**config.mk**
```make
export PLATFORM = sky130hd
export DESIGN_NAME = rr_arbiter4_flat
export DESIGN_NICKNAME = d
export VERILOG_FILES = /design/src/rtl/rr_arb_pkg.sv /design/src/rtl/rr_arbiter4_if.sv /design/src/rtl/onehot_dec2.sv /design/src/rtl/rr_arbiter4.sv /design/src/flat_wrapper.sv
export SDC_FILE = /design/constraint.sdc
export NUM_CORES = 1
export LEC_CHECK = 0
export CAP_MARGIN = 20
export CORE_AREA = 8 8 70 72
export CTS_CLUSTER_SIZE = 28
export DETAILED_ROUTE_END_ITERATION = 16
export DIE_AREA = 0 0 78 80
export SLEW_MARGIN = 10
export SYNTH_ARGS = -nofsm -noshare
export SYNTH_HDL_FRONTEND = slang
export SYNTH_SLANG_ARGS = --single-unit
export TNS_END_PERCENT = 30
```
**constraint.sdc**
```tcl
create_clock -name clk -period 3.1 [get_ports clk]
set_input_delay 0.62 -clock clk [delete_from_list [all_inputs] [get_ports clk]]
set_output_delay 0.62 -clock clk [all_outputs]
set_load 0.05 [all_outputs]
```
**src/rtl/rr_arb_pkg.sv**
```systemverilog
// Shared types and constants for the 4-way round-robin arbiter with
// bounded ownership time.
package rr_arb_pkg;

  localparam int N_REQ = 4;
  localparam int IDX_W = 2;
  localparam int CNT_W = 8;

  typedef enum logic [1:0] {
    IDLE = 2'd0,
    OWN  = 2'd1,
    GAP  = 2'd2
  } arb_state_e;

  // First set request bit searching ptr, ptr+1, ... (mod N_REQ).
  // Walking the offsets downward lets the smallest offset win.
  function automatic logic [IDX_W-1:0] rr_pick(input logic [N_REQ-1:0] req,
                                               input logic [IDX_W-1:0] ptr);
    logic [IDX_W-1:0] idx;
    rr_pick = ptr;
    for (int i = N_REQ - 1; i >= 0; i--) begin
      idx = ptr + IDX_W'(i);
      if (req[idx]) rr_pick = idx;
    end
  endfunction

endpackage

```
**src/rtl/rr_arbiter4_if.sv**
```systemverilog
// Request/grant bundle between the requesters (master) and the arbiter (slave).
interface rr_arbiter4_if;
  import rr_arb_pkg::*;

  logic [N_REQ-1:0] req;
  logic [N_REQ-1:0] grant;
  logic [IDX_W-1:0] grant_idx;
  logic             grant_valid;
  logic             timeout;

  modport master (output req, input grant, grant_idx, grant_valid, timeout);
  modport slave  (input req, output grant, grant_idx, grant_valid, timeout);
endinterface

```
**src/rtl/onehot_dec2.sv**
```systemverilog
// 2-bit index to 4-bit one-hot decoder with enable; output is zero when disabled.
module onehot_dec2
  import rr_arb_pkg::*;
(
  input  logic [IDX_W-1:0] idx_i,
  input  logic             en_i,
  output logic [N_REQ-1:0] onehot_o
);

  assign onehot_o = en_i ? (N_REQ'(1) << idx_i) : '0;

endmodule

```
**src/rtl/rr_arbiter4.sv**
```systemverilog
// Round-robin arbiter for four requesters: one-cycle grant latency, ownership
// capped at MAX_HOLD cycles, and one forced idle cycle after every release.
module rr_arbiter4
  import rr_arb_pkg::*;
#(
  parameter int unsigned MAX_HOLD = 16
) (
  input  logic          clk,
  input  logic          rst,
  rr_arbiter4_if.slave  bus
);

  arb_state_e       state_q;
  logic [IDX_W-1:0] ptr_q;
  logic [IDX_W-1:0] grant_idx_q;
  logic [CNT_W-1:0] hold_cnt_q;
  logic             timeout_q;
  logic [IDX_W-1:0] pick_idx;

  assign pick_idx = rr_pick(bus.req, ptr_q);

  // NOTE: every register in this block uses non-blocking assignment so all
  // branches read the pre-edge values of state_q, grant_idx_q and hold_cnt_q.
  always_ff @(posedge clk) begin
    if (rst) begin
      state_q     <= IDLE;
      ptr_q       <= '0;
      grant_idx_q <= '0;
      hold_cnt_q  <= '0;
      timeout_q   <= 1'b0;
    end else begin
      timeout_q <= 1'b0;
      unique case (state_q)
        IDLE: begin
          if (|bus.req) begin
            state_q     <= OWN;
            grant_idx_q <= pick_idx;
            hold_cnt_q  <= '0;
          end
        end
        OWN: begin
          hold_cnt_q <= hold_cnt_q + 1'b1;
          // A dropped request wins over the hold limit, so no timeout then.
          if (!bus.req[grant_idx_q]) begin
            state_q     <= GAP;
            ptr_q       <= grant_idx_q + 1'b1;
            grant_idx_q <= '0;
            hold_cnt_q  <= '0;
          end else if (hold_cnt_q == CNT_W'(MAX_HOLD - 1)) begin
            state_q     <= GAP;
            ptr_q       <= grant_idx_q + 1'b1;
            grant_idx_q <= '0;
            hold_cnt_q  <= '0;
            timeout_q   <= 1'b1;
          end
        end
        GAP:     state_q <= IDLE;
        default: state_q <= IDLE;
      endcase
    end
  end

  onehot_dec2 u_grant_dec (
    .idx_i    (grant_idx_q),
    .en_i     (state_q == OWN),
    .onehot_o (bus.grant)
  );

  assign bus.grant_idx   = grant_idx_q;
  assign bus.grant_valid = (state_q == OWN);
  assign bus.timeout     = timeout_q;

endmodule

```
**src/flat_wrapper.sv**
```systemverilog
// flat-port wrapper written by rule: the top's interface ports become plain ports
module rr_arbiter4_flat import rr_arb_pkg::*;
#(
  parameter int unsigned MAX_HOLD = 16
)
  (clk, rst, bus_req, bus_grant, bus_grant_idx, bus_grant_valid, bus_timeout);
  rr_arbiter4_if bus_i ();
  input  logic clk;
  input  logic rst;
  input wire logic [$bits(bus_i.req)-1:0] bus_req;
  output wire logic [$bits(bus_i.grant)-1:0] bus_grant;
  output wire logic [$bits(bus_i.grant_idx)-1:0] bus_grant_idx;
  output wire logic [$bits(bus_i.grant_valid)-1:0] bus_grant_valid;
  output wire logic [$bits(bus_i.timeout)-1:0] bus_timeout;
  assign bus_i.req = bus_req;
  assign bus_grant = bus_i.grant;
  assign bus_grant_idx = bus_i.grant_idx;
  assign bus_grant_valid = bus_i.grant_valid;
  assign bus_timeout = bus_i.timeout;
  rr_arbiter4 #(.MAX_HOLD(MAX_HOLD)) u_core (.clk(clk), .rst(rst), .bus(bus_i));
endmodule
```
# After elaboration in Yosys (flattened, before gate mapping)
# Index checks and enable logic that the tools add are counted.
dict set report op_classes {
  addsub 5
  n_lt_le_gt_ge 5
  n_eq_ne 5
  n_shift 1
  n_mux 30
  bitwise_logic 2
  reduce_logical 8
}
# op count
set op_table {}
lappend op_table {{2-bit two-way mux} 12}
lappend op_table {{8-bit two-way mux} 3}
lappend op_table {{8-bit case mux with 2 select lines} 1}
lappend op_table {{2-bit by 3-bit less-than comparator with 1-bit output (second input constant)} 5}
lappend op_table {{1-bit binary-select mux with 2-bit select} 5}
lappend op_table {{8-bit by 1-bit adder with 8-bit output (second input constant)} 1}
lappend op_table {{8-bit by 4-bit equality test with 1-bit output (second input constant)} 1}
lappend op_table {{2-bit case mux with 2 select lines} 2}
lappend op_table {{1-bit two-way mux} 6}
lappend op_table {{2-bit AND reduction} 3}
lappend op_table {{2-bit by 1-bit adder with 2-bit output (second input constant)} 2}
lappend op_table {{2-bit adder (second input constant)} 2}
lappend op_table {{4-bit two-way mux} 1}
lappend op_table {{4-bit OR reduction} 1}
lappend op_table {{1-bit by 2-bit left shift with 4-bit output (first input constant)} 1}
lappend op_table {{3-bit inequality test (second input constant)} 1}
lappend op_table {{3-bit AND reduction} 1}
lappend op_table {{3-bit OR reduction} 1}
lappend op_table {{2-bit by 1-bit equality test with 1-bit output (second input constant)} 1}
lappend op_table {{2-bit zero test} 1}
lappend op_table {{2-bit by 1-bit inequality test with 1-bit output (second input constant)} 1}
lappend op_table {{2-bit inequality test (second input constant)} 1}
lappend op_table {{1-bit NOT} 2}
lappend op_table {{2-bit nonzero test} 1}
dict set report word_totals {
  regBits 15
  input_bits 6
}

# Logic depth before layout (Yosys ltp)
dict set report depth {
  word_depth 9
  ltp_mapped 5
  ltp_nobuf 5
}

# Modules after synthesis
# A second synthesis with hierarchy kept.
dict set report unflattened {
  hier_cells 109
  hier_area_um2 919.6
}
# mod n_inst cells_per_inst area_each_um2 seq_area_each_um2
set modules_own_cells {}
lappend modules_own_cells {rr_arbiter4 1 105 882.1 300.3}
lappend modules_own_cells {onehot_dec2 1 4 37.5 0.0}

# Worst setup path before layout
# Ideal clock, no wire load.
dict set report synth_path {
  kind {register -> output}
  start {register u_core.state_q[0]}
  end {output port bus_grant[0]}
  arrival_time_ns 1.887
  required_time_ns 2.480
  slack_ns 0.593
  path_stages_with_launch 4
  n_path_buf 1
  cell_sequence {dfxtp_1 > buf_2 > nor2b_1 > and2_1}
}
dict set report synth_via {
  elab_chain_len 2
}
# item line
set synth_rtl {}
lappend synth_rtl {{start: declaration} rr_arbiter4.sv:13} ;# arb_state_e state_q;
lappend synth_rtl {{start signal: assignment} rr_arbiter4.sv:26} ;# state_q <= IDLE;
lappend synth_rtl {{start signal: assignment} rr_arbiter4.sv:36} ;# state_q <= OWN;
lappend synth_rtl {{start signal: assignment} rr_arbiter4.sv:45} ;# state_q <= GAP;
lappend synth_rtl {{2-bit by 1-bit equality test with 1-bit output} --}
lappend synth_rtl {{via bus_grant_valid} flat_wrapper.sv:13} ;# output wire logic [$bits(bus_i.grant_valid)-1:0] bus_grant_valid;
lappend synth_rtl {{4-bit two-way mux} onehot_dec2.sv:10} ;# assign onehot_o = en_i ? (N_REQ'(1) << idx_i) : '0;
lappend synth_rtl {{end: declaration} flat_wrapper.sv:11} ;# output wire logic [$bits(bus_i.grant)-1:0] bus_grant;
# The timed path passes the listed nets, and every way through them passes these cells.

# Worst setup path after layout
dict set report layout_path {
  start {register u_core.state_q[0]}
  end {output port bus_grant[2]}
}
dict set report layout_via {
  elab_chain_len 2
}
# item line
set layout_rtl {}
lappend layout_rtl {{2-bit by 1-bit equality test with 1-bit output} rr_arbiter4.sv:65} ;# .en_i (state_q == OWN),
lappend layout_rtl {{4-bit two-way mux} onehot_dec2.sv:10}
# Every way passes these cells.

==> summary.md <==
| Metric | Value |
|---|---|
| Outcome | `finished clean` |
| Period utilization | `91.1%` |
| Clk_skew | `4.65 ps` |
| Sequential power share | `40.5%` |
| Net count, final | `134` |
| Cell internal pwr | `367 uW` |
| Seq/Total Area, Yosys | `between 30% and 40%` |
| Relative slew slack | `65.6%` |
| NetSw | `about 210 uW` |
| Clk slew on worst S/H paths | `70 ps` |
| WL/cell | `13.3 um` |
| Total Wirelength | `~2300 um` |
| Clock share of power | `28.4%` |
| DR vias/cell | `4.83` |
| Cts bufs inserted | `3` |
| Setup TNS | `0 ps` |
| Critical path, cell by cell | `nor2b_1, and2_1, clkdlybuf4s50_1` |
| Area of the mapped netlist | `952 sq um` |
| Max stage delay on crit path | `about 800 ps` |
| Die Ht | `80 um` |
| CTS tree | `done` |
| Cell with the most instances after synthesis | `dfxtp_1` |
| Post_cts resized | `0` |
| Diodes inserted | `0` |
| RSZ-0062 raised after global routing | `false` |
| Vias in the first global route | `792` |
| Post-synth top area cell | `dfxtp_1` |
| Die area | `6240 sq um` |
| Maximum vdd drop | `145 uV` |
| P_leak | `0.440 nW` |
| Syn Nets | `120` |
| Worst Max-Slew Pin Slew | `between 500 and 600 ps` |
| Post-Synthesis Cells | `109` |
| Comb power frac | `31.2%` |
| Share of flip-flops with an asynchronous set or reset after synthesis | `0%` |
| Critical path's top delay family | `buffers and inverters` |
| Fraction of layout cells with a size suffix above 1 | `9.02%` |
| Hold WS | `510 ps` |
| Pwr per Cell Area | `497 nW/um^2` |
| Cts hold-fix bufs | `0` |
| Port Buffers | `13` |
| Post-Place Worst Slack | `between 500 and 600 ps` |
| Cell Rows | `23` |
| Worst-case clock buffer depth | `2` |
| Hold Violations, Final | `0` |
| Critical path class | `reg2out` |
| CORE AREA | `3860 sq um` |
| Warnings from Yosys | `0` |
| CP Capture Type | `primary output` |
| Placer congestion estimate | `0.904` |
| Remaining DRCs | `0` |
| Post-synth top area share | `31.5%` |
| Worst skew pair latency | `roughly 250 ps` |
| Max Cap Viol | `0` |
| Sw frac | `roughly 37%` |
| WP data required | `~2500 ps` |
| Sink Count | `15` |
| Antenna violations before repair | `0` |
| Final setup vio count | `0` |
| Post-synth EDFFs | `0` |
| WP data arrival | `2200 ps` |
| DR iter-0 viols | `29` |
| Slew Viols, Final | `0` |
| Initial Utilization | `24.7%` |
| Fmax | `354 MHz` |
| GRT Overall Usage | `7.46%` |
| Via Count | `831` |
| Hold Path Class | `reg2reg` |
| Num ports | `14` |
| Area growth from synthesis to layout | `22.5%` |
| CTS H-tree lvls | `1` |
| Area contributors post-synth | `dfxtp_1, ha_1, xor2_1` |
| Die width | `78 um` |
| CP Max Fanout | `10` |
| Minimum clock period | `2820 ps` |
| Commonest cells post-synth | `dfxtp_1, nand2_1, nor2_1, inv_1` |
| Clk root buf | `clkbuf_8` |
| Largest net degree at the start of global routing | `12` |
| Final HPWL DP | `1720 um` |
| First-pass GRT wire length | `about 3700 um` |
| Synth unique cells | `43` |
| Crit path launch type | `register` |
| First-pass DRT Iterations | `4` |
| Antenna Nets Post-Route | `0` |
| Syn Area/Cell | `8.74 sq um` |
| Critical-path top delay cell | `clkdlybuf4s50_1` |
| Worst Path Buf+Inv | `1` |
| GRT overflow | `0` |
| Flops & latches, synth | `15` |
| Worst setup margin | `275 ps` |
| Main synth FF type | `dfxtp_1` |
| Post-CTS setup buffers | `0` |
-- tightest hold or removal path, stage by stage, from the launching register on --
cell and delay [ps]:
dfxtp_1 340, nand3_1 80, nand2_1 50
-- per-stage QoR --
step | area (sq um) | utilization, % | total power, mW | std cells
after floorplan | 952 | - | 0.364 | 109
after global placement | 1120 | 29.1 | 0.415 | 168
after detailed placement | 1120 | 29.1 | 0.420 | 168
after CTS | 1170 | 30.2 | 0.585 | 172
after global routing | 1170 | 30.2 | 0.610 | 172
final | 1170 | 30.2 | 0.580 | 172
-- cells in the final DEF (no fill, tap or decap), types with 2 or more instances in the layout --
| cell | instances |
|---|---|
| a21oi_1 | 5 |
| and2_1 | 5 |
| and3_1 | 2 |
| clkbuf_8 | 3 |
| clkdlybuf4s50_1 | 13 |
| dfxtp_1 | 15 |
| ha_1 | 5 |
| inv_1 | 7 |
| mux2i_1 | 4 |
| nand2_1 | 10 |
| nand3_1 | 2 |
| nor2_1 | 9 |
| nor2b_1 | 2 |
| nor3b_1 | 3 |
| o211ai_1 | 3 |
| o21ai_0 | 4 |
| xor2_1 | 5 |
-- kinds of logic after synthesis --
group / Yosys count / synth area share [%]
mux: 5 / 5.39
xor+xnor: 5 / 4.60
simple gates: 42 / 23.9
fa+ha+maj: 5 / 6.57
flops: 15 / 31.5
buf+inv: 11 / 5.26
compound gates: 26 / 22.7
-- worst paths after layout --
path / cells after the start / slack [ps] / end / start
worst max register to register: 5 / 1230 / u_core.ptr_q[0]$_SDFFE_PP0P_ / u_core.hold_cnt_q[0]$_SDFFE_PP0P_
worst max-delay path: 3 / 280 / bus_grant[2] / u_core.state_q[0]$_SDFFE_PP0P_
worst min-delay path: 2 / 510 / u_core.hold_cnt_q[2]$_SDFFE_PP0P_ / u_core.hold_cnt_q[2]$_SDFFE_PP0P_
worst min register to register: 2 / 510 / u_core.hold_cnt_q[2]$_SDFFE_PP0P_ / u_core.hold_cnt_q[2]$_SDFFE_PP0P_
-- final cells by class --
| class | instances | area, sq um |
|---|---|---|
| tap | 50 | 62.6 |
| fill | 402 | 2690 |
| sequential | 15 | 300 |
| inverter | 7 | 26.3 |
| clock buffer | 4 | 45.0 |
| multi-input combinational | 83 | 602 |
| timing repair buffer | 13 | 130 |
-- power by group through the flow --
stage	registers (mW)	clock network (mW)	logic, mW
4_1_cts	0.234	0.169	0.182
3_3_place_gp	0.238	0	0.177
5_1_grt	0.237	0.177	0.195
2_1_floorplan	0.235	0	0.129
3_5_place_dp	0.238	0	0.182
6_report	0.235	0.164	0.181
-- sequential cells by signal, summed over array words and instances, names as in the netlist --
register              count
u_core.bus.timeout        1
u_core.state_q            2
u_core.bus.grant_idx      2
u_core.ptr_q              2
u_core.hold_cnt_q         8
-- per-layer routing --
layer | routed length (um) | GRT usage, %
met5 | 0 | 0
met4 | 63 | 5.56
met3 | 71 | 1.69
met2 | 1110 | 12.3
met1 | 1040 | 8.28
(Power assumes the default switching activity.)
